## src/rtl/mont_modexp_ctrl_pkg.sv

```systemverilog
// Shared types and defaults for the Montgomery modular-exponentiation controller.
package mont_pkg;

  localparam int MONT_N = 32;
  localparam int MONT_E = 32;

  typedef enum logic [2:0] {
    S_IDLE,
    S_CHECK,
    S_NORM,
    S_SQR,
    S_SQR_WAIT,
    S_MUL,
    S_MUL_WAIT,
    S_FIN
  } mont_state_e;

  // Reason code behind err; only one reason exists today.
  localparam logic [1:0] ERR_NONE    = 2'd0;
  localparam logic [1:0] ERR_OPERAND = 2'd1;

endpackage

```

## src/rtl/mont_modexp_ctrl_if.sv

```systemverilog
// Host request/response bundle and multiplier-engine bundle for the modexp controller.
interface mont_host_if import mont_pkg::*; #(
  parameter int N  = MONT_N,
  parameter int E  = MONT_E,
  parameter int CW = $clog2(2*E+1)
);
  logic          start;
  logic [N-1:0]  base;
  logic [E-1:0]  exp;
  logic [N-1:0]  mod_m;
  logic          busy;
  logic          done;
  logic          err;
  logic [N-1:0]  result;
  logic [CW-1:0] mul_count;

  modport master (output start, base, exp, mod_m,
                  input  busy, done, err, result, mul_count);
  modport slave  (input  start, base, exp, mod_m,
                  output busy, done, err, result, mul_count);
endinterface

interface mont_eng_if import mont_pkg::*; #(
  parameter int N = MONT_N
);
  logic         mul_start;
  logic [N-1:0] mul_a;
  logic [N-1:0] mul_b;
  logic [N-1:0] mul_m;
  logic         mul_done;
  logic [N-1:0] mul_y;

  modport master (output mul_start, mul_a, mul_b, mul_m,
                  input  mul_done, mul_y);
  modport slave  (input  mul_start, mul_a, mul_b, mul_m,
                  output mul_done, mul_y);
endinterface

```

## src/rtl/mont_modexp_ctrl_scanner.sv

```systemverilog
// Exponent shift register and remaining-bit counter; the current bit is always the MSB.
module mont_exp_scanner import mont_pkg::*; #(
  parameter int E = MONT_E
) (
  input  logic         clk_i,
  input  logic         rst_ni,
  input  logic         load_i,
  input  logic [E-1:0] exp_i,
  input  logic         shift_i,
  output logic         cur_bit_o,
  output logic         last_bit_o,
  output logic         msb_found_o,
  output logic         zero_o
);
  localparam int CNTW = $clog2(E+1);

  logic [E-1:0]    sr_q;
  logic [CNTW-1:0] cnt_q;

  always_ff @(posedge clk_i) begin
    if (!rst_ni) begin
      sr_q  <= '0;
      cnt_q <= '0;
    end else if (load_i) begin
      sr_q  <= exp_i;
      cnt_q <= CNTW'(E);
    end else if (shift_i) begin
      sr_q  <= {sr_q[E-2:0], 1'b0};
      cnt_q <= cnt_q - CNTW'(1);
    end
  end

  assign cur_bit_o   = sr_q[E-1];
  assign msb_found_o = sr_q[E-1];
  assign last_bit_o  = (cnt_q == CNTW'(1));
  assign zero_o      = (sr_q == '0);

endmodule

```

## src/rtl/mont_modexp_ctrl.sv

```systemverilog
// Left-to-right square-and-multiply sequencer driving one Montgomery multiplier engine.
// state    | meaning
// IDLE     | waiting for host start
// CHECK    | operand validation, exp==0 shortcut
// NORM     | skip leading zeros, seed acc with base
// SQR/MUL  | issue acc*acc or acc*base to the engine
// *_WAIT   | wait for engine done, update acc
// FIN      | done pulse, busy low
module mont_modexp_ctrl import mont_pkg::*; #(
  parameter int N  = MONT_N,
  parameter int E  = MONT_E,
  parameter int CW = $clog2(2*E+1)
) (
  input  logic        clk_i,
  input  logic        rst_ni,
  mont_host_if.slave  host,
  mont_eng_if.master  eng
);
  mont_state_e   state_q, state_d;
  logic [N-1:0]  base_q, base_d, mod_q, mod_d, acc_q, acc_d, result_q, result_d;
  logic          err_q, err_d;
  logic [CW-1:0] mul_count_q, mul_count_d;
  logic [1:0]    chk_code;
  logic          scan_load, scan_shift, cur_bit, last_bit, msb_found, exp_zero;

  mont_exp_scanner #(.E(E)) u_scanner (
    .clk_i      (clk_i),
    .rst_ni     (rst_ni),
    .load_i     (scan_load),
    .exp_i      (host.exp),
    .shift_i    (scan_shift),
    .cur_bit_o  (cur_bit),
    .last_bit_o (last_bit),
    .msb_found_o(msb_found),
    .zero_o     (exp_zero)
  );

  always_ff @(posedge clk_i) begin
    if (!rst_ni) begin
      state_q     <= S_IDLE;
      base_q      <= '0;
      mod_q       <= '0;
      acc_q       <= '0;
      result_q    <= '0;
      err_q       <= 1'b0;
      mul_count_q <= '0;
    end else begin
      state_q     <= state_d;
      base_q      <= base_d;
      mod_q       <= mod_d;
      acc_q       <= acc_d;
      result_q    <= result_d;
      err_q       <= err_d;
      mul_count_q <= mul_count_d;
    end
  end

  always_comb begin
    state_d     = state_q;
    base_d      = base_q;
    mod_d       = mod_q;
    acc_d       = acc_q;
    result_d    = result_q;
    err_d       = err_q;
    mul_count_d = mul_count_q;
    chk_code    = ERR_NONE;
    scan_load   = 1'b0;
    scan_shift  = 1'b0;
    case (state_q)
      S_IDLE: if (host.start) begin
        base_d      = host.base;
        mod_d       = host.mod_m;
        mul_count_d = '0;
        err_d       = 1'b0;
        scan_load   = 1'b1;
        state_d     = S_CHECK;
      end
      S_CHECK: begin
        if (mod_q == '0 || !mod_q[0] || base_q >= mod_q) chk_code = ERR_OPERAND;
        if (chk_code != ERR_NONE) begin
          err_d    = 1'b1;
          result_d = '0;
          state_d  = S_FIN;
        end else if (exp_zero) begin
          result_d = (mod_q == N'(1)) ? '0 : N'(1);
          state_d  = S_FIN;
        end else begin
          state_d = S_NORM;
        end
      end
      S_NORM: begin
        scan_shift = 1'b1;
        if (msb_found) begin
          acc_d = base_q;
          if (last_bit) begin
            result_d = base_q;
            state_d  = S_FIN;
          end else begin
            state_d = S_SQR;
          end
        end
      end
      S_SQR: begin
        mul_count_d = mul_count_q + CW'(1);
        state_d     = S_SQR_WAIT;
      end
      S_SQR_WAIT: if (eng.mul_done) begin
        acc_d = eng.mul_y;
        // A set bit keeps its place until the multiply step consumes it.
        if (cur_bit) begin
          state_d = S_MUL;
        end else begin
          scan_shift = 1'b1;
          if (last_bit) begin
            result_d = eng.mul_y;
            state_d  = S_FIN;
          end else begin
            state_d = S_SQR;
          end
        end
      end
      S_MUL: begin
        mul_count_d = mul_count_q + CW'(1);
        state_d     = S_MUL_WAIT;
      end
      S_MUL_WAIT: if (eng.mul_done) begin
        acc_d      = eng.mul_y;
        scan_shift = 1'b1;
        if (last_bit) begin
          result_d = eng.mul_y;
          state_d  = S_FIN;
        end else begin
          state_d = S_SQR;
        end
      end
      S_FIN:   state_d = S_IDLE;
      default: state_d = S_IDLE;
    endcase
  end

  assign host.busy      = (state_q != S_IDLE) && (state_q != S_FIN);
  assign host.done      = (state_q == S_FIN);
  assign host.err       = err_q;
  assign host.result    = result_q;
  assign host.mul_count = mul_count_q;

  // acc only moves on mul_done, so operands hold steady for the whole engine op.
  assign eng.mul_start = (state_q == S_SQR) || (state_q == S_MUL);
  assign eng.mul_a     = acc_q;
  assign eng.mul_b     = (state_q == S_MUL || state_q == S_MUL_WAIT) ? base_q : acc_q;
  assign eng.mul_m     = mod_q;

endmodule

```

## src/flat_wrapper.sv

```systemverilog
// flat-port wrapper written by rule: the top's interface ports become plain ports
module mont_modexp_ctrl_flat import mont_pkg::*;
#(
  parameter int N  = MONT_N,
  parameter int E  = MONT_E,
  parameter int CW = $clog2(2*E+1)
)
  (clk_i, rst_ni, host_start, host_base, host_exp, host_mod_m, host_busy, host_done, host_err, host_result, host_mul_count, eng_mul_start, eng_mul_a, eng_mul_b, eng_mul_m, eng_mul_done, eng_mul_y);
  mont_host_if #(.N(N), .E(E), .CW(CW)) host_i ();
  mont_eng_if #(.N(N)) eng_i ();
  input  logic clk_i;
  input  logic rst_ni;
  input wire logic [$bits(host_i.start)-1:0] host_start;
  input wire logic [$bits(host_i.base)-1:0] host_base;
  input wire logic [$bits(host_i.exp)-1:0] host_exp;
  input wire logic [$bits(host_i.mod_m)-1:0] host_mod_m;
  output wire logic [$bits(host_i.busy)-1:0] host_busy;
  output wire logic [$bits(host_i.done)-1:0] host_done;
  output wire logic [$bits(host_i.err)-1:0] host_err;
  output wire logic [$bits(host_i.result)-1:0] host_result;
  output wire logic [$bits(host_i.mul_count)-1:0] host_mul_count;
  output wire logic [$bits(eng_i.mul_start)-1:0] eng_mul_start;
  output wire logic [$bits(eng_i.mul_a)-1:0] eng_mul_a;
  output wire logic [$bits(eng_i.mul_b)-1:0] eng_mul_b;
  output wire logic [$bits(eng_i.mul_m)-1:0] eng_mul_m;
  input wire logic [$bits(eng_i.mul_done)-1:0] eng_mul_done;
  input wire logic [$bits(eng_i.mul_y)-1:0] eng_mul_y;
  assign host_i.start = host_start;
  assign host_i.base = host_base;
  assign host_i.exp = host_exp;
  assign host_i.mod_m = host_mod_m;
  assign host_busy = host_i.busy;
  assign host_done = host_i.done;
  assign host_err = host_i.err;
  assign host_result = host_i.result;
  assign host_mul_count = host_i.mul_count;
  assign eng_mul_start = eng_i.mul_start;
  assign eng_mul_a = eng_i.mul_a;
  assign eng_mul_b = eng_i.mul_b;
  assign eng_mul_m = eng_i.mul_m;
  assign eng_i.mul_done = eng_mul_done;
  assign eng_i.mul_y = eng_mul_y;
  mont_modexp_ctrl #(.N(N), .E(E), .CW(CW)) u_core (.clk_i(clk_i), .rst_ni(rst_ni), .host(host_i), .eng(eng_i));
endmodule
```

## config.mk

```make
export PLATFORM = sky130hd
export DESIGN_NAME = mont_modexp_ctrl_flat
export DESIGN_NICKNAME = d
export VERILOG_FILES = /design/src/rtl/mont_modexp_ctrl_pkg.sv /design/src/rtl/mont_modexp_ctrl_if.sv /design/src/rtl/mont_modexp_ctrl_scanner.sv /design/src/rtl/mont_modexp_ctrl.sv /design/src/flat_wrapper.sv
export SDC_FILE = /design/constraint.sdc
export NUM_CORES = 1
export LEC_CHECK = 0
export ABC_AREA = 1
export ABC_CLOCK_PERIOD_IN_PS = 2000
export BUFFER_PORTS_ARGS = -buffer_cell sky130_fd_sc_hd__buf_2
export CAP_MARGIN = 5
export CORE_AREA = 4 4 156 128
export CTS_BUF_LIST = sky130_fd_sc_hd__clkbuf_2 sky130_fd_sc_hd__clkbuf_4 sky130_fd_sc_hd__clkbuf_8
export DETAILED_ROUTE_END_ITERATION = 16
export DIE_AREA = 0 0 160 132
export PLACE_DENSITY = 0.77
export SYNTH_ARGS = -nofsm -noshare
export SYNTH_HDL_FRONTEND = slang
export SYNTH_SLANG_ARGS = --single-unit
export TNS_END_PERCENT = 5
```

## constraint.sdc

```tcl
create_clock -name clk_i -period 2 [get_ports clk_i]
set_input_delay 0.4 -clock clk_i [delete_from_list [all_inputs] [get_ports clk_i]]
set_output_delay 0.4 -clock clk_i [all_outputs]
set_load 0.03 [all_outputs]
```

* Word level (Yosys, flattened, before mapping) *
Cells that the tools add are included.

operators by class
  order comparisons = 1
  muxes and demuxes = 40
  bitwise operators = 1
  equal/unequal tests = 19
  $add $sub $neg = 2
  reduce and logical (&&, ||, !) cells = 25

operators with widths
  cell                   number
  $mux W32               13
  $pmux W32 S4           1
  $logic_not A32 Y1      2
  $pmux W32 S2           1
  $eq A32 B1 Y1 const B  1
  $ge A32 B32 Y1         1
  $mux W3                8
  $pmux W3 S8            1
  $pmux W7 S2            1
  $eq A3 B3 Y1 const B   4
  $mux W6                2
  $ne A2 B2 Y1 const B   5
  $reduce_bool A2 Y1     5
  $mux W1                9
  $add A7 B1 Y7 const B  1
  $mux W7                1
  $reduce_and A7 Y1      1
  $eq A3 B2 Y1 const B   2
  $eq A6 B1 Y1 const B   1
  $ne A2 B1 Y1 const B   3
  $reduce_and A3 Y1      2
  $reduce_or A2 Y1       3
  $sub A6 B1 Y6 const B  1
  $logic_or A1 B1 Y1     4
  14 further kinds       15

word-level totals
  flip-flop bits (word level) = 177
  output and inout bits = 139

* Logic depth before layout (Yosys ltp) *
Gate-level depths: netlist of the first run.

  depth after elaboration = 8
  gate-level depth with buffers = 18
  depth with buffers taken out = 17

* By module *
Synthesis of the first run repeated with hierarchy kept, for this count alone.

unflattened totals
  cell total of the unflattened synthesis = 1,270
  area total of the unflattened synthesis = 8,826.0 sq um

modules (own cells, without submodules)
  module            sequential area each (sq um)  area each (sq um)  cells an instance  instances
  mont_modexp_ctrl  2,782.7                       6,869.1            969                1
  mont_exp_scanner  760.7                         1,956.9            301                1

* Worst setup path before layout of the first run *
OpenSTA, ideal clock, no wires.

  path kind = flip-flop to flip-flop
  from = register u_core.mod_q[29] (netlist: u_core.eng.mul_m[29])
  to = register u_core.result_q[12] (netlist: u_core.host.result[12])
  required time = 1.888 ns
  stages on the path, launching flop included = 14
  buffers on the path = 1
  path slack = -0.109 ns
  data arrival time = 1.997 ns
  path through = dfxtp_1 -> inv_1 -> ha_1 -> a21oi_1 -> nor2_1 -> nor2_1 -> nand2_1 -> a21oi_1 -> nand4_2 -> nand2_4 -> inv_2 -> buf_6 -> nor2_1 -> nor2_1

on the way
  longest elaborated chain between the ends = 8

ends and longest elaborated chain
  item                                                                RTL line                source
  start: declaration                                                  mont_modexp_ctrl.sv:20  logic [N-1:0] base_q, base_d, mod_q, mod_d, acc_q, acc_d, result_q, result_d;
  start signal: assignment                                            mont_modexp_ctrl.sv:50  mod_q <= mod_d;
  branches (longest 2 deep; another with $ge A32 B32 Y1)              n/a
  $logic_or A1 B1 Y1 (*)                                              mont_modexp_ctrl.sv:79  if (mod_q == '0 || !mod_q[0] || base_q >= mod_q) chk_code = ERR_OPERAND;
  $mux W1 (*)                                                         mont_modexp_ctrl.sv:79
  $mux W2 (*)                                                         mont_modexp_ctrl.sv:69  case (state_q)
  $reduce_bool A2 Y1 (*)                                              mont_modexp_ctrl.sv:80  if (chk_code != ERR_NONE) begin
  $ne A3 B1 Y1 (no source line) or $mux W32 (tied branches)           n/a
  $reduce_and A7 Y1 (no source line) or $pmux W32 S4 (tied branches)  n/a
  end signal: assignment                                              mont_modexp_ctrl.sv:52  result_q <= result_d;
  end: declaration                                                    mont_modexp_ctrl.sv:20

Every way passes the cells marked *. The select of a mux whose other input is x is not followed.
A chain may end at the register's enable or synchronous reset.

* Final worst setup path of the first run *
  from = register u_core.state_q[1]
  to = output eng_mul_b[23]

on the way
  longest elaborated chain between the ends = 3

ends and longest elaborated chain
  item                      RTL line                 source
  start: declaration        mont_modexp_ctrl.sv:19   mont_state_e state_q, state_d;
  start signal: assignment  mont_modexp_ctrl.sv:48   state_q <= state_d;
  $eq A3 B3 Y1              mont_modexp_ctrl.sv:150  assign eng.mul_b = (state_q == S_MUL || state_q == S_MUL_WAIT) ? base_q : acc_q;
  $logic_or A1 B1 Y1 (*)    mont_modexp_ctrl.sv:150
  $mux W32 (*)              mont_modexp_ctrl.sv:150
  end: declaration          flat_wrapper.sv:24       output wire logic [$bits(eng_i.mul_b)-1:0] eng_mul_b;

Mark *: on every way between the ends. The rest lies on a longest branch, timed or not.

==> results by stage, run 1 <==
Routing:
- Dividing the detail-routed wire length by the instance count gives 16.0 µm.
- In the routed design, unresolved DRC markers number 0.
- The first TritonRoute pass finished after 7 iterations.
- The detailed-route wire length is approximately 28 mm.
- The count of nets left with antenna violations once routing finished came out at 0.
- The number of vias per cell after detailed routing is 5.34.
- After the first detailed-routing iteration, the DRC count stood at between 900 and 1k.
- The routed layout has 9424 vias.

Finish:
- The library cells used most frequently in the layout, excluding fill and tap cells, are 236 x sky130_fd_sc_hd__buf_2, 196 x sky130_fd_sc_hd__a21oi_1, 160 x sky130_fd_sc_hd__nand2_1, 147 x sky130_fd_sc_hd__dfxtp_1, 141 x sky130_fd_sc_hd__nor2_1.
- Relative to the synthesized area, the layout overhead comes to 34.2%.
- The number of antenna diodes in the final layout is 0.
- The fraction of final layout cells with drive strength greater than 1 is 32.6%.
- Leaving out fill and tap cells, the most frequent cell in the layout is sky130_fd_sc_hd__buf_2.
- The post-route non-filler standard cell count is between 1.5k and 2k.
- The final layout net count is 1683.

Timing:
- Setup repair after global routing could not meet its margin everywhere.
- The highest clock frequency the design can meet is 446 MHz.
- The pin slew with the least headroom to its limit is approximately 0.5 ns.
- The number of setup violations in the final report is 33.
- The final number of hold-violating endpoints is 0.
- After layout, the minimum clock period comes to 2.24 ns.
- The setup slack after layout is -0.243 ns.
- The number of max-slew violations in the final report is 0.
- In this run the tightest slew margin relative to its limit is 66.2%.
- The post-route clock period utilization is 112%.
- The total negative slack is -6.45 ns.
- The clock arrives with roughly 0.020 ns of skew.

Clock tree:
- TritonCTS built the clock tree.
- For this design, the sink count on the clock tree is 177.
- The clock latency reported for the late side of the worst-skew pair is 0.48 ns.
- The maximum buffer depth of the clock tree is 2.
- The CTS buffer count is 17.
- The clock tree root driver cell is sky130_fd_sc_hd__clkbuf_8.
- The CTS clock-pin slew for the worst setup and hold paths is 0.10 ns.
- Hold repair after CTS inserted 0 buffers.
- In this run the number of H-tree levels came out at 4.

Critical path:
- The worst setup path is launched from a register.
- The critical path is of the register to primary output type.
- Of all nets on the critical path, the largest fanout is 17.
- The worst endpoint data arrival time is 1.84 ns.
- The category of the worst setup path capture point is a primary output.
- Data on the critical path is required at its endpoint by 1.60 ns.

Logic synthesis:
- The number of flops mapped to enable cells by yosys is 0.
- The synthesized design contains 177 register bits.
- Summing the areas of all fa, ha and maj instances in the mapped netlist gives 5.05% of the synthesized area.
- A synthesized cell averages 7.06 µm².
- Summing the areas of all compound-gate instances in the mapped netlist gives 22.2% of the synthesized area.
- Counting flops with an async set or reset pin after synthesis yields a share of 0%.
- The most used flip-flop cell after synthesis is sky130_fd_sc_hd__dfxtp_1.
- The number of nets handed over by synthesis was 1395.
- Synthesis produced a netlist whose cell count is 1228.
- After Yosys synthesis, XOR and XNOR cells account for 0% of the synthesized area.
- The share of cell area taken by muxes after synthesis is 0%.
- The portion of the post-synthesis area used by sequential elements is 40.9%.
- Synthesis instantiated 32 different standard cells from the library.
- The post-synthesis simple-gate area fraction is a little over a fifth.
- The dominant combinational cell family by area after synthesis is compound AO/OA/AOI/OAI gates.
- In this run the cell area of the synthesized design comes to between 0.008 and 0.009 mm².
- During synthesis, Yosys emitted a total of 0 warnings.

Global route:
- Entering global routing, the biggest net connects 69 pins.
- The initial antenna violation count came to 5.
- The overall routing resource usage is about a quarter.
- The number of global-route vias before repair was 8592.
- The total overflow left after global routing is 0.
- The first global-routing pass estimated around 44 mm of wire.

Place:
- Detailed placement ended at an HPWL of 19.9 mm.
- The number of buffers inserted by port buffering is 270.
- The last weighted congestion value of the routability-driven placer is 0.927.
- The number of placed instances, taps included, is 1729.
- The worst setup slack after placement is -0.103 ns.

Pwr:
- The worst-case IR drop observed on VDD is ~0.00094 V.
- The sequential cell fraction of total power is 26.5%.
- In this run switching power makes up 50.4% of total power.
- Power spread over the standard cell area amounts to 1880 mW/mm².
- The share of power burned in the clock network is 11.9%.
- The leakage dissipation is 5.46 nW.
- In this run, the combinational gates consume between 60% and 70% of the power.
- For this design the total switching power over the nets is 11.0 mW.
- The completed layout was analyzed and its total power is 21.9 mW.
- The cell internal power dissipation is ~11 mW.

Floorplanning:
- The floorplan step defined a core boundary enclosing 0.0186 mm².
- In this run the vertical extent of the chip is between 100 and 150 µm.
- The overall die width is around 160 µm.
- The number of I/O pins is 271.
- The die area is approximately 0.021 mm².
- After floorplanning, the core was divided into 45 placement rows.
- The initial utilization of the core area, before any placement, comes to 46.6%.

Worst hold path:
- The tightest min-delay check is of the input pin to register type.

Outcome:
- The checks that failed: setup timing.
- The run finished, with violations left.

Job:
- Max-cap violations in this run came to 0.
==> per-layer routing <==
layer  global-route usage (%)  part of all wire [%]  up-vias
met2                     39.7                    45      432
met4                     8.36                   1.9       10
met1                     34.9                    44     4277
li1                         -                     -     4652
met5                        0                  0.23        -
met3                     6.22                   8.6       53
==> state kept, by name, summed over array words and instances, names as in the netlist <==
signal,cells
u_core.base_q,32
u_core.eng.mul_a,32
u_core.eng.mul_m,32
u_core.host.err,1
u_core.host.mul_count,7
u_core.host.result,32
u_core.state_q,3
u_core.u_scanner.cnt_q,6
u_core.u_scanner.sr_q,32
==> Yosys cell counts, types with 2 or more instances <==
library cell,count,area (µm²)
sky130_fd_sc_hd__a21o_1,4,30.0
sky130_fd_sc_hd__a21oi_1,218,1090
sky130_fd_sc_hd__a31oi_1,32,200
sky130_fd_sc_hd__and3_1,4,25.0
sky130_fd_sc_hd__buf_1,4,15.0
sky130_fd_sc_hd__buf_2,31,155
sky130_fd_sc_hd__buf_6,8,90.1
sky130_fd_sc_hd__clkbuf_1,34,128
sky130_fd_sc_hd__dfxtp_1,177,3540
sky130_fd_sc_hd__ha_1,35,438
sky130_fd_sc_hd__inv_1,126,473
sky130_fd_sc_hd__inv_2,6,22.5
sky130_fd_sc_hd__nand2_1,166,623
sky130_fd_sc_hd__nand2_2,4,25.0
sky130_fd_sc_hd__nand2_4,3,33.8
sky130_fd_sc_hd__nand3_1,62,310
sky130_fd_sc_hd__nand4_1,5,31.3
sky130_fd_sc_hd__nor2_1,157,589
sky130_fd_sc_hd__nor2_2,9,56.3
sky130_fd_sc_hd__nor3_1,9,45.0
sky130_fd_sc_hd__nor4_1,16,100
sky130_fd_sc_hd__o21ai_0,107,536
sky130_fd_sc_hd__o21ai_1,2,10.0
==> final timing paths <==
| check | startpoint | endpoint | slack [ns] | depth (start not counted) |
|---|---|---|---|---|
| worst min-delay path | host_exp[0] | u_core.u_scanner.sr_q[0] | 0.16 | 3 |
| worst min register to register | u_core.eng.mul_m[31] | u_core.eng.mul_m[31] | 0.48 | 2 |
| worst max-delay path | u_core.state_q[1] | eng_mul_b[23] | -0.24 | 7 |
| worst max register to register | u_core.eng.mul_m[10] | u_core.host.result[3] | 0.03 | 17 |
==> power groups by stage <==
stage / logic [mW] / registers [mW] / clock network (mW)
floorplan: 7.14 / 7.03 / 0
global placement: 11.9 / 5.73 / 0
detailed placement: 12.2 / 5.74 / 0
CTS: 13.0 / 5.70 / 2.65
global route: 14.8 / 5.93 / 2.77
finish: 13.5 / 5.78 / 2.61
==> timing repair <==
| action | in CTS | in global routing |
|---|---|---|
| pin swaps | 8 | 7 |
| resized for setup | 81 | 57 |
| endpoints found under the setup margin | 66 | 72 |
| setup buffers | 2 | 0 |
| gates cloned | 1 | 0 |
==> critical path: stages (launching register included) <==
cell,delay (ns)
sky130_fd_sc_hd__dfxtp_4,0.37
sky130_fd_sc_hd__inv_2,0.07
sky130_fd_sc_hd__nor2_4,0.04
sky130_fd_sc_hd__a21o_4,0.25
sky130_fd_sc_hd__buf_12,0.14
sky130_fd_sc_hd__buf_16,0.17
sky130_fd_sc_hd__a21oi_2,0.18
sky130_fd_sc_hd__buf_6,0.15
==> kinds of logic (layout without fill, tap and decap cells) <==
logic type      after synthesis  count (layout)
compound gates              368             368
fa+ha+maj                    35              35
buf+inv                     210             511
flops                       177             177
simple gates                438             438
==> per-stage QoR <==
stage          utilization (%)  hold slack (ns)  instance area [µm²]
6_report                  62.6            0.163                11600
5_1_grt                   62.6            0.131                11600
4_1_cts                   61.2            0.136                11400
3_5_place_dp              57.3            0.457                10600
3_3_place_gp              57.3            0.450                10600
2_1_floorplan                -            0.453                 8690
==> area by class of cell <==
type / count / area, µm²
flip-flops and latches: 177 / 3590
clock buffers: 18 / 241
fillers: 1694 / 6950
multi-input cells: 841 / 4570
clock inverters: 14 / 176
inverters: 132 / 497
well taps: 235 / 294
repair buffers: 347 / 2270
Power figures use the tool's default switching activity.
==> run 2, diff against run 1 <==
- ABC_AREA: 1 -> default
- CELL_PAD_IN_SITES_DETAIL_PLACEMENT: default -> 0
- CELL_PAD_IN_SITES_GLOBAL_PLACEMENT: default -> 2
- CORE_AREA: 4 4 156 128 -> 4 4 195 178
- DIE_AREA: 0 0 160 132 -> 0 0 199 182
- PLACE_DENSITY: 0.77 -> default
- PLACE_DENSITY_LB_ADDON: default -> 0.1
==> run 2 against run 1 <==
  * The flow still finishes with violations (setup timing)
  * Cell count rose by 4.8%
  * Die area rose by 71%
  * Sequential power shrank 27%
  * Via count decreased by 9.7%
  * Power decreased by 49%
  * Final area increased by 4.4%
  * Flip-flop and latch count unchanged
  * Combinational power decreased by 67%
  * Global-route usage down 7.7 points
==> results by stage, run 2 <==
Logic synthesis:
- After synthesis, the largest family of logic cells by area is simple AND/OR/NAND/NOR gates.
- The most frequently used flop master after synthesis is sky130_fd_sc_hd__dfxtp_1.
- The post-synthesis async set-or-reset flop share came to 0% (unchanged).
- The post-synthesis cell area is 0.00873 mm² (+0.72%).
- The number of flops mapped to enable cells by yosys is 0 (unchanged).
- In the post-synthesis netlist, the cell with the most instances is sky130_fd_sc_hd__nand2_1.
- The cell taking the most area after synthesis is sky130_fd_sc_hd__dfxtp_1.
- The post-synthesis simple-gate area fraction was 19.6% (-1.9 points).
- The post-synthesis net count is 1228 (-12%).
- The number of distinct standard cells referenced by the synthesized netlist is 51 (+59%).
- The adder-cell area share of the yosys netlist is 5.02% (-0.036 points).
- The portion of the post-synthesis area used by sequential elements is 40.6% (-0.29 points).
- Sorting the synthesized cells by how often they occur yields 268 x sky130_fd_sc_hd__nand2_1, 177 x sky130_fd_sc_hd__dfxtp_1, 88 x sky130_fd_sc_hd__a21oi_1, 88 x sky130_fd_sc_hd__nor2_1, 62 x sky130_fd_sc_hd__mux2i_1.
- The share of the synthesized netlist area taken by xor and xnor gates is 1.20% (+1.2 points).
- The number of warnings printed during yosys synthesis was 0 (unchanged).
- The share of cell area taken by muxes after synthesis is 11.1% (+11 points).
- The cell count after synthesis is 1061 (-14%).
- After synthesis, the cell types taking the most area are sky130_fd_sc_hd__dfxtp_1 41%, sky130_fd_sc_hd__nand2_1 12%, sky130_fd_sc_hd__mux2i_1 7.1%.
- The average footprint of a synthesized cell is 8.23 µm² (+17%).
- The complex-gate fraction of the synthesized area is 16.7% (-5.5 points).
- The synthesized flop and latch total is 177 (unchanged).
- The top-area cell type share of the netlist area is 40.6% (-0.29 points).

Finish:
- The footprint of the multi-input gates is 0.00481 mm² (+5.2%).
- The post-route non-filler standard cell count is 1848 (+4.8%).
- The top cell types in the final layout, fill and taps aside, are 267 x sky130_fd_sc_hd__nand2_1, 247 x sky130_fd_sc_hd__buf_2, 149 x sky130_fd_sc_hd__dfxtp_1, 132 x sky130_fd_sc_hd__buf_4, 87 x sky130_fd_sc_hd__nor2_1.
- The library cell used most frequently in the layout, excluding fill and tap cells, is sky130_fd_sc_hd__nand2_1.
- The area growth from synthesis to layout is 39.1%.
- The combined flip-flop and latch cell area came to 0.00359 mm² (unchanged).
- The final layout net count was 1579 (-6.2%).
- The cell area after layout came to 0.0121 mm² (+4.4%).
- The total of fill cells in the finished design is 3499 (+110%).
- The fraction of final layout cells with drive strength greater than 1 is 36.7% (+4.1 points).

Floorplanning:
- The core box area is 0.0326 mm² (+76%).
- The die area is 0.0362 mm² (+71%).
- The overall die width is 199 µm (+24%).
- The chip height came to 182 µm (+38%).
- The starting density of the core is 26.7% (-20 points).
- The count of standard-cell rows was 63 (+40%).
- The number of I/O pins was 271 (unchanged).

Timing:
- The number of setup violations in the final report came to 67 (+100%).
- The hold slack is 0.143 ns (-0.0204 ns).
- The pin slew with the least headroom to its limit is 0.425 ns (-0.0784 ns).
- The worst relative slew slack is 71.4% (+5.2 points).
- The highest clock frequency the design can meet is 410 MHz (-8.0%).
- The final number of hold-violating endpoints was 0 (unchanged).
- The number of max-slew violations in the final report came to 0 (unchanged).
- The post-route clock period utilization is 122% (+9.8 points).
- The total negative slack came to -20.84 ns (-14.40 ns).
- Setup repair after global routing could not meet its margin everywhere.
- The setup slack after layout was -0.440 ns (-0.196 ns).
- The final clock skew is 0.0170 ns (-0.00320 ns).
- The shortest clock period the worst path allows after layout is 2.44 ns (+0.196 ns).

Place:
- The last weighted congestion value of the routability-driven placer is 0.803 (-13%).
- The count of placed standard cells including taps is 1811 (+4.7%).
- The number of buffers inserted by port buffering came to 270 (unchanged).
- The instance area at placement was 0.0115 mm² (+8.0%).
- The half-perimeter wire length after placement is 24.6 mm (+24%).

Clock tree:
- The maximum buffer depth of the clock tree is 2 (unchanged).
- The CTS clock-pin slew for the worst setup and hold paths is 0.11 ns (about the same).
- The CTS tree is done.
- The CTS buffer count came to 17 (unchanged).
- The clock tree root driver cell is sky130_fd_sc_hd__clkbuf_8.
- The number of buffers inserted for hold repair after clock tree synthesis was 0 (unchanged).
- The maximum level of the CTS H-tree is 4 (unchanged).
- The number of sinks driven by the clock tree came to 177 (unchanged).
- The clock latency reported for the late side of the worst-skew pair came to 0.49 ns (about the same).

Pwr:
- The total power after layout is 11.2 mW (-49%).
- The power density of the placed cells is 922 mW/mm² (-51%).
- The leakage dissipation is 5.62 nW (+3.1%).
- The worst IR drop on VDD came to 0.000444 V (-53%).

Critical path:
- The logic depth of the worst path, buffers included is 9 (+2).
- STA classifies the critical path endpoint as a register.
- The cell count of the worst reg-to-reg path is 9 (-8).
- The required arrival time at the worst endpoint is 2.40 ns (+0.80 ns).
- The largest fanout on the critical path is 6 (-11).
- The critical register-to-register path startpoint is u_core.base_q[0].
- The endpoint identified for the worst register-to-register timing path is u_core.host.result[27].
- The worst setup path is launched from a register.
- Traced cell by cell, the critical path runs through inv_2 -> ha_4 -> nand2b_4 -> a2111o_1 -> a311o_1 -> o311ai_4 -> a21o_4 -> buf_12 -> mux2i_1.
- The capture point of the worst path is u_core.host.result[27].
- The cell type group with the largest total delay on the critical path is compound AO/OA/AOI/OAI gates.
- The startpoint of the most critical setup path is u_core.base_q[0].
- The buffer and inverter count on the worst path is 2 (-2).
- The delay of the slowest cell on the worst path is 0.36 ns (about the same).
- The slowest library cell on the worst path is sky130_fd_sc_hd__a2111o_1.
- The worst endpoint data arrival time came to 2.84 ns (+1.00 ns).
- The setup path with the least slack is of type register to register.
- The setup slack of the most critical reg-to-reg path was -0.44 ns (-0.47 ns).

Global route:
- The overall routing resource usage is 17.8% (-7.7 points).
- The largest net degree at the start of global routing is 93 (+35%).
- The initial antenna violation count is 4 (-1).
- The number of global-route vias before repair is 8635 (+0.50%).
- The total congestion overflow after global routing was 0 (unchanged).
- The wire length of the first global-routing pass came to 50.5 mm (+14%).

Job:
- The number of max-cap violations is 0 (unchanged).

Routing:
- The number of remaining DRC errors was 0 (unchanged).
- The first-pass iteration count of the detailed router is 5 (-2).
- The average detailed-routed wire length per instance came to 17.8 µm (+11%).
- The remaining antenna violation count after routing is 0 (unchanged).
- The detailed-route wire length is 32.9 mm (+17%).
- The total via count in the routed design is 8514 (-9.7%).
- The starting DRC count in detailed routing is 321 (-66%).
- The number of vias per cell after detailed routing was 4.61 (-14%).

Worst hold path:
- The classification of the worst-slack hold path is input pin to register.

Outcome:
- The final reports fail on setup timing.
- The flow ran to the end, but the final reports show violations.
-- run 2: cell families after synthesis --
| logic type | after synthesis |
|---|---|
| AOI/OAI and AO/OA | 215 |
| xor gates and xnor gates | 12 |
| adders and majority gates | 35 |
| buffers and inverters | 115 |
| DFF | 177 |
| muxes | 93 |
| and+or+nand+nor | 414 |
-- run 2: worst min path at each step --
stage / start / endpoint / slack (ns) / cells after the start
floorplan: u_core.base_q[0] / u_core.base_q[0] / 0.46 / 2
global placement: u_core.host.result[11] / u_core.host.result[11] / 0.44 / 2
detailed placement: u_core.host.result[21] / u_core.host.result[21] / 0.45 / 2
CTS: host_mod_m[29] / u_core.eng.mul_m[29] / 0.11 / 3
global route: host_base[20] / u_core.base_q[20] / 0.11 / 3
finish: host_mod_m[29] / u_core.eng.mul_m[29] / 0.14 / 3
-- run 2: cell type report --
| type | count | area share [%] |
|---|---|---|
| Antenna cell | 1 | 0.0206 |
| Clock buffer | 19 | 2.15 |
| Clock inverter | 13 | 1.03 |
| Inverter | 39 | 1.25 |
| Multi-Input combinational cell | 769 | 39.6 |
| Sequential cell | 177 | 29.5 |
| Tap cell | 422 | 4.35 |
| Timing Repair Buffer | 408 | 22.0 |
-- run 2: worst reg2reg max path, cell delays in order, from the launching register on --
cell                       delay (ns)
sky130_fd_sc_hd__dfxtp_2         0.35
sky130_fd_sc_hd__inv_2           0.05
sky130_fd_sc_hd__ha_4            0.22
sky130_fd_sc_hd__nand2b_4        0.13
sky130_fd_sc_hd__a2111o_1        0.36
sky130_fd_sc_hd__a311o_1         0.31
sky130_fd_sc_hd__o311ai_4        0.29
sky130_fd_sc_hd__a21o_4          0.27
sky130_fd_sc_hd__buf_12          0.17
sky130_fd_sc_hd__mux2i_1         0.21
-- run 2: per-stage QoR --
step / utilization, % / setup slack [ns]
CTS: 36.9 / -0.424
global route: 37.2 / -0.509
global placement: 35.2 / -0.402
finish: 37.2 / -0.440
floorplan: - / -0.366
detailed placement: 35.2 / -0.430
-- run 2: timing repair --
action / CTS / global route
gates resized for setup: 44 / 12
gates cloned: 1 / 1
hold endpoints to repair: 0 / 0
pin swaps: 4 / 5
endpoints found under the setup margin: 68 / 69
setup buffers: 0 / 2
-- run 2: layer usage --
layer / share of wire, % / global-route usage [%] / routed length [µm] / up-vias
met5: 0.12 / 0 / 40 / -
met2: 46 / 28.7 / 15200 / 186
met1: 48 / 24.7 / 15800 / 3922
met4: 1.2 / 3.67 / 379 / 6
met3: 4.8 / 3.71 / 1580 / 31
li1: - / - / - / 4369
-- run 2: where the power goes --
group          total, mW  internal [mW]  switching (mW)
Clock               2.58           1.08            1.50
Sequential          4.23           3.95           0.273
Combinational       4.39           1.86            2.53
Total               11.2           6.89            4.31
==> run 3, diff against run 2 <==
- CORE_AREA: 4 4 195 178 -> 4 4 199 181
- CTS_BUF_LIST: sky130_fd_sc_hd__clkbuf_2 sky130_fd_sc_hd__clkbuf_4 sky130_fd_sc_hd__clkbuf_8 -> default
- DIE_AREA: 0 0 199 182 -> 0 0 203 185
- GPL_TIMING_DRIVEN: default -> 0
==> run 3 against run 2 <==
  * The run still ends with setup timing left
  * Clock power is 42% higher
  * Critical path depth is 1 higher
  * Setup slack worse by 0.054 ns
  * Final area is 2.0% lower
  * Clock skew is 0.00089 ns lower
  * Sequential share of layout area is 0.73 points higher
  * Power is 7.7% higher
  * First-iteration DRC count is 15% higher
==> results by stage, run 3 (synthesis gave the netlist of run 2 again) <==
Finish:
- The combined flip-flop and latch cell area is 0.00360 mm² (+0.38%).
- The footprint of the multi-input gates is 0.00488 mm² (+1.5%).
- The signed area change from the synthesized netlist to the final layout is 36.3%.
- The final layout net count is 1527 (-3.3%).
- The total of fill cells in the finished design came to 3671 (+4.9%).
- The leading cell type in the layout, fill and taps excluded is sky130_fd_sc_hd__nand2_1.
- In the layout the commonest cells are 267 x sky130_fd_sc_hd__nand2_1, 259 x sky130_fd_sc_hd__buf_2, 144 x sky130_fd_sc_hd__dfxtp_1, 86 x sky130_fd_sc_hd__a21oi_1, 85 x sky130_fd_sc_hd__nor2_1.
- The fraction of final layout cells with drive strength greater than 1 is 32.4% (-4.3 points).
- The cell area after layout is 0.0119 mm² (-2.0%).
- The post-route non-filler standard cell count was 1838 (-0.54%).

Pwr:
- The share of power burned in the clock network is 30.4% (+7.4 points).
- The switching power summed over all nets was 4.50 mW (+4.5%).
- The sequential cell fraction of total power is 36.9% (-0.9 points).
- The cell internal power dissipation is 7.56 mW (+9.7%).
- The worst IR drop on VDD is 0.000601 V (+35%).
- The switching fraction of total power is 37.3% (-1.2 points).
- The leakage dissipation is 5.36 nW (-4.8%).
- The total power after layout is 12.1 mW (+7.7%).
- The power density of the placed cells was 1010 mW/mm² (+10%).
- The relative contribution of combinational cells to total power is 32.7% (-6.5 points).

Floorplanning:
- The number of I/O pins is 271 (unchanged).
- The core box area was 0.0339 mm² (+3.8%).
- The starting density of the core is 25.8% (-0.98 points).
- The count of standard-cell rows is 64 (+1.6%).
- The chip height is 185 µm (+1.6%).
- The overall die width was 203 µm (+2.0%).
- The die area is 0.0376 mm² (+3.7%).

Timing:
- The total negative slack is -27.49 ns (-6.64 ns).
- Setup repair after global routing could not meet its margin everywhere.
- The hold slack is 0.191 ns (+0.0480 ns).
- The shortest clock period the worst path allows after layout is 2.49 ns (+0.0542 ns).
- The number of max-slew violations in the final report is 0 (unchanged).
- The final number of hold-violating endpoints came to 0 (unchanged).
- The setup slack after layout came to -0.494 ns (-0.0542 ns).
- The pin slew with the least headroom to its limit is 0.851 ns (+0.426 ns).
- The highest clock frequency the design can meet was 401 MHz (-2.2%).
- The final clock skew is 0.0161 ns (-0.000891 ns).
- The number of setup violations in the final report is 67 (unchanged).
- The post-route clock period utilization is 125% (+2.7 points).
- The worst relative slew slack is 43.3% (-28 points).

Worst hold path:
- The min-delay analysis places its worst path in the category input pin to register.
- The startpoint identified for the worst hold timing path is host_base[16].
- The path with the worst hold slack has its endpoint at u_core.base_q[16].
- The number of stages on the worst hold path is 3 (unchanged).

Clock tree:
- The clock tree root driver cell is sky130_fd_sc_hd__clkbuf_16.
- The CTS buffer count is 17 (unchanged).
- The number of buffers inserted for hold repair after clock tree synthesis is 0 (unchanged).
- The maximum level of the CTS H-tree was 4 (unchanged).
- The maximum buffer depth of the clock tree is 2 (unchanged).
- The CTS tree is done.
- The clock latency reported for the late side of the worst-skew pair is 0.44 ns (-0.05 ns).
- The CTS clock-pin slew for the worst setup and hold paths is 0.08 ns (-0.03 ns).
- The number of sinks driven by the clock tree is 177 (unchanged).

Critical path:
- The largest fanout on the critical path is 10 (+4).
- The critical register-to-register path startpoint is u_core.base_q[0].
- The setup slack of the most critical reg-to-reg path is -0.49 ns (-0.05 ns).
- The cell count of the worst reg-to-reg path came to 10 (+1).
- The worst endpoint data arrival time is 2.86 ns (+0.02 ns).
- The required arrival time at the worst endpoint is 2.36 ns (-0.04 ns).
- The worst setup path is captured at a register.
- The worst setup path is launched from a register.
- The critical path is of the register to register type.
- The worst register-to-register path ends at u_core.host.result[20].

Outcome:
- The checks that failed: setup timing.
- The run finished, with violations left.

Job:
- The number of max-cap violations is 0 (unchanged).

Global route:
- The number of global-route vias before repair is 8674 (+0.45%).
- The wire length of the first global-routing pass was 54.1 mm (+7.3%).
- The largest net degree at the start of global routing is 17 (-82%).
- The overall routing resource usage is 18.8% (+0.97 points).
- The total congestion overflow after global routing came to 0 (unchanged).
- The initial antenna violation count is 4 (unchanged).

Place:
- The half-perimeter wire length after placement was 27.8 mm (+13%).
- The count of placed standard cells including taps came to 1792 (-1.0%).
- The number of buffers inserted by port buffering is 269 (-0.37%).
- The last weighted congestion value of the routability-driven placer is 0.755 (-6.0%).
- The instance area at placement is 0.0107 mm² (-6.8%).

Routing:
- The detailed-route wire length is 36.4 mm (+11%).
- The average detailed-routed wire length per instance was 19.8 µm (+11%).
- The number of vias per cell after detailed routing is 4.68 (+1.5%).
- The starting DRC count in detailed routing is 369 (+15%).
- The first-pass iteration count of the detailed router is 5 (unchanged).
- The remaining antenna violation count after routing came to 0 (unchanged).
- The total via count in the routed design came to 8596 (+0.96%).
- The number of remaining DRC errors is 0 (unchanged).
[run 3: what timing repair did]
item | CTS | global route
setup buffers | 8 | 4
cloned | 1 | 1
pin swaps | 7 | 7
resized for setup | 88 | 59
setup endpoints to repair | 210 | 204
[run 3: final cells by class]
type                       instances  share of cell area, %
multi-input combinational        769                   41.1
sequential                       177                   30.3
timing repair buffer             283                   13.3
tap                              462                   4.86
buffer                            73                   4.01
clock buffer                      19                   3.81
clock inverter                    13                   1.43
inverter                          39                   1.23
antenna                            3                 0.0631
[run 3: worst max-delay path, cell delays in order, from the launching register on]
cell                       delay, ns
sky130_fd_sc_hd__dfxtp_2        0.36
sky130_fd_sc_hd__inv_2          0.06
sky130_fd_sc_hd__ha_4           0.23
sky130_fd_sc_hd__nand2b_4       0.13
sky130_fd_sc_hd__a2111o_1       0.36
sky130_fd_sc_hd__a311o_1        0.30
sky130_fd_sc_hd__o311ai_4       0.26
sky130_fd_sc_hd__a21o_1         0.20
sky130_fd_sc_hd__buf_12         0.16
sky130_fd_sc_hd__buf_12         0.16
sky130_fd_sc_hd__mux2i_1        0.18
[run 3: worst max path at each step]
| stage | startpoint | depth (start not counted) | slack [ns] | to |
|---|---|---|---|---|
| after floorplan | u_core.eng.mul_m[0] | 9 | -0.37 | u_core.host.result[10] |
| after global placement | u_core.state_q[1] | 7 | -0.88 | eng_mul_b[7] |
| after detailed placement | u_core.state_q[1] | 7 | -0.88 | eng_mul_b[14] |
| after CTS | u_core.base_q[0] | 10 | -0.55 | u_core.host.result[25] |
| after global routing | u_core.base_q[17] | 9 | -0.64 | u_core.host.result[16] |
| final | u_core.base_q[0] | 10 | -0.49 | u_core.host.result[20] |
[run 3: power groups by stage]
| stage | combinational (mW) | clock (mW) | sequential [mW] |
|---|---|---|---|
| after floorplan | 2.20 | 0 | 4.64 |
| after global placement | 3.67 | 0 | 4.48 |
| after detailed placement | 3.67 | 0 | 4.48 |
| after CTS | 3.84 | 3.77 | 4.43 |
| after global routing | 4.35 | 3.90 | 4.51 |
| final | 3.94 | 3.67 | 4.44 |
[run 3: per-layer routing]
layer / up-vias / part of all wire (%) / global-route usage, %
li1: 4287 / - / -
met1: 4107 / 50 / 27.1
met2: 180 / 45 / 29.6
met3: 20 / 4.2 / 3.50
met4: 2 / 0.96 / 3.64
met5: - / 0.036 / 0
[run 3: stage by stage]
| step | utilization [%] | worst slack [ns] |
|---|---|---|
| after floorplan | - | -0.366 |
| after global placement | 31.6 | -0.884 |
| after detailed placement | 31.6 | -0.876 |
| after CTS | 34.5 | -0.546 |
| after global routing | 35.1 | -0.639 |
| final | 35.1 | -0.494 |
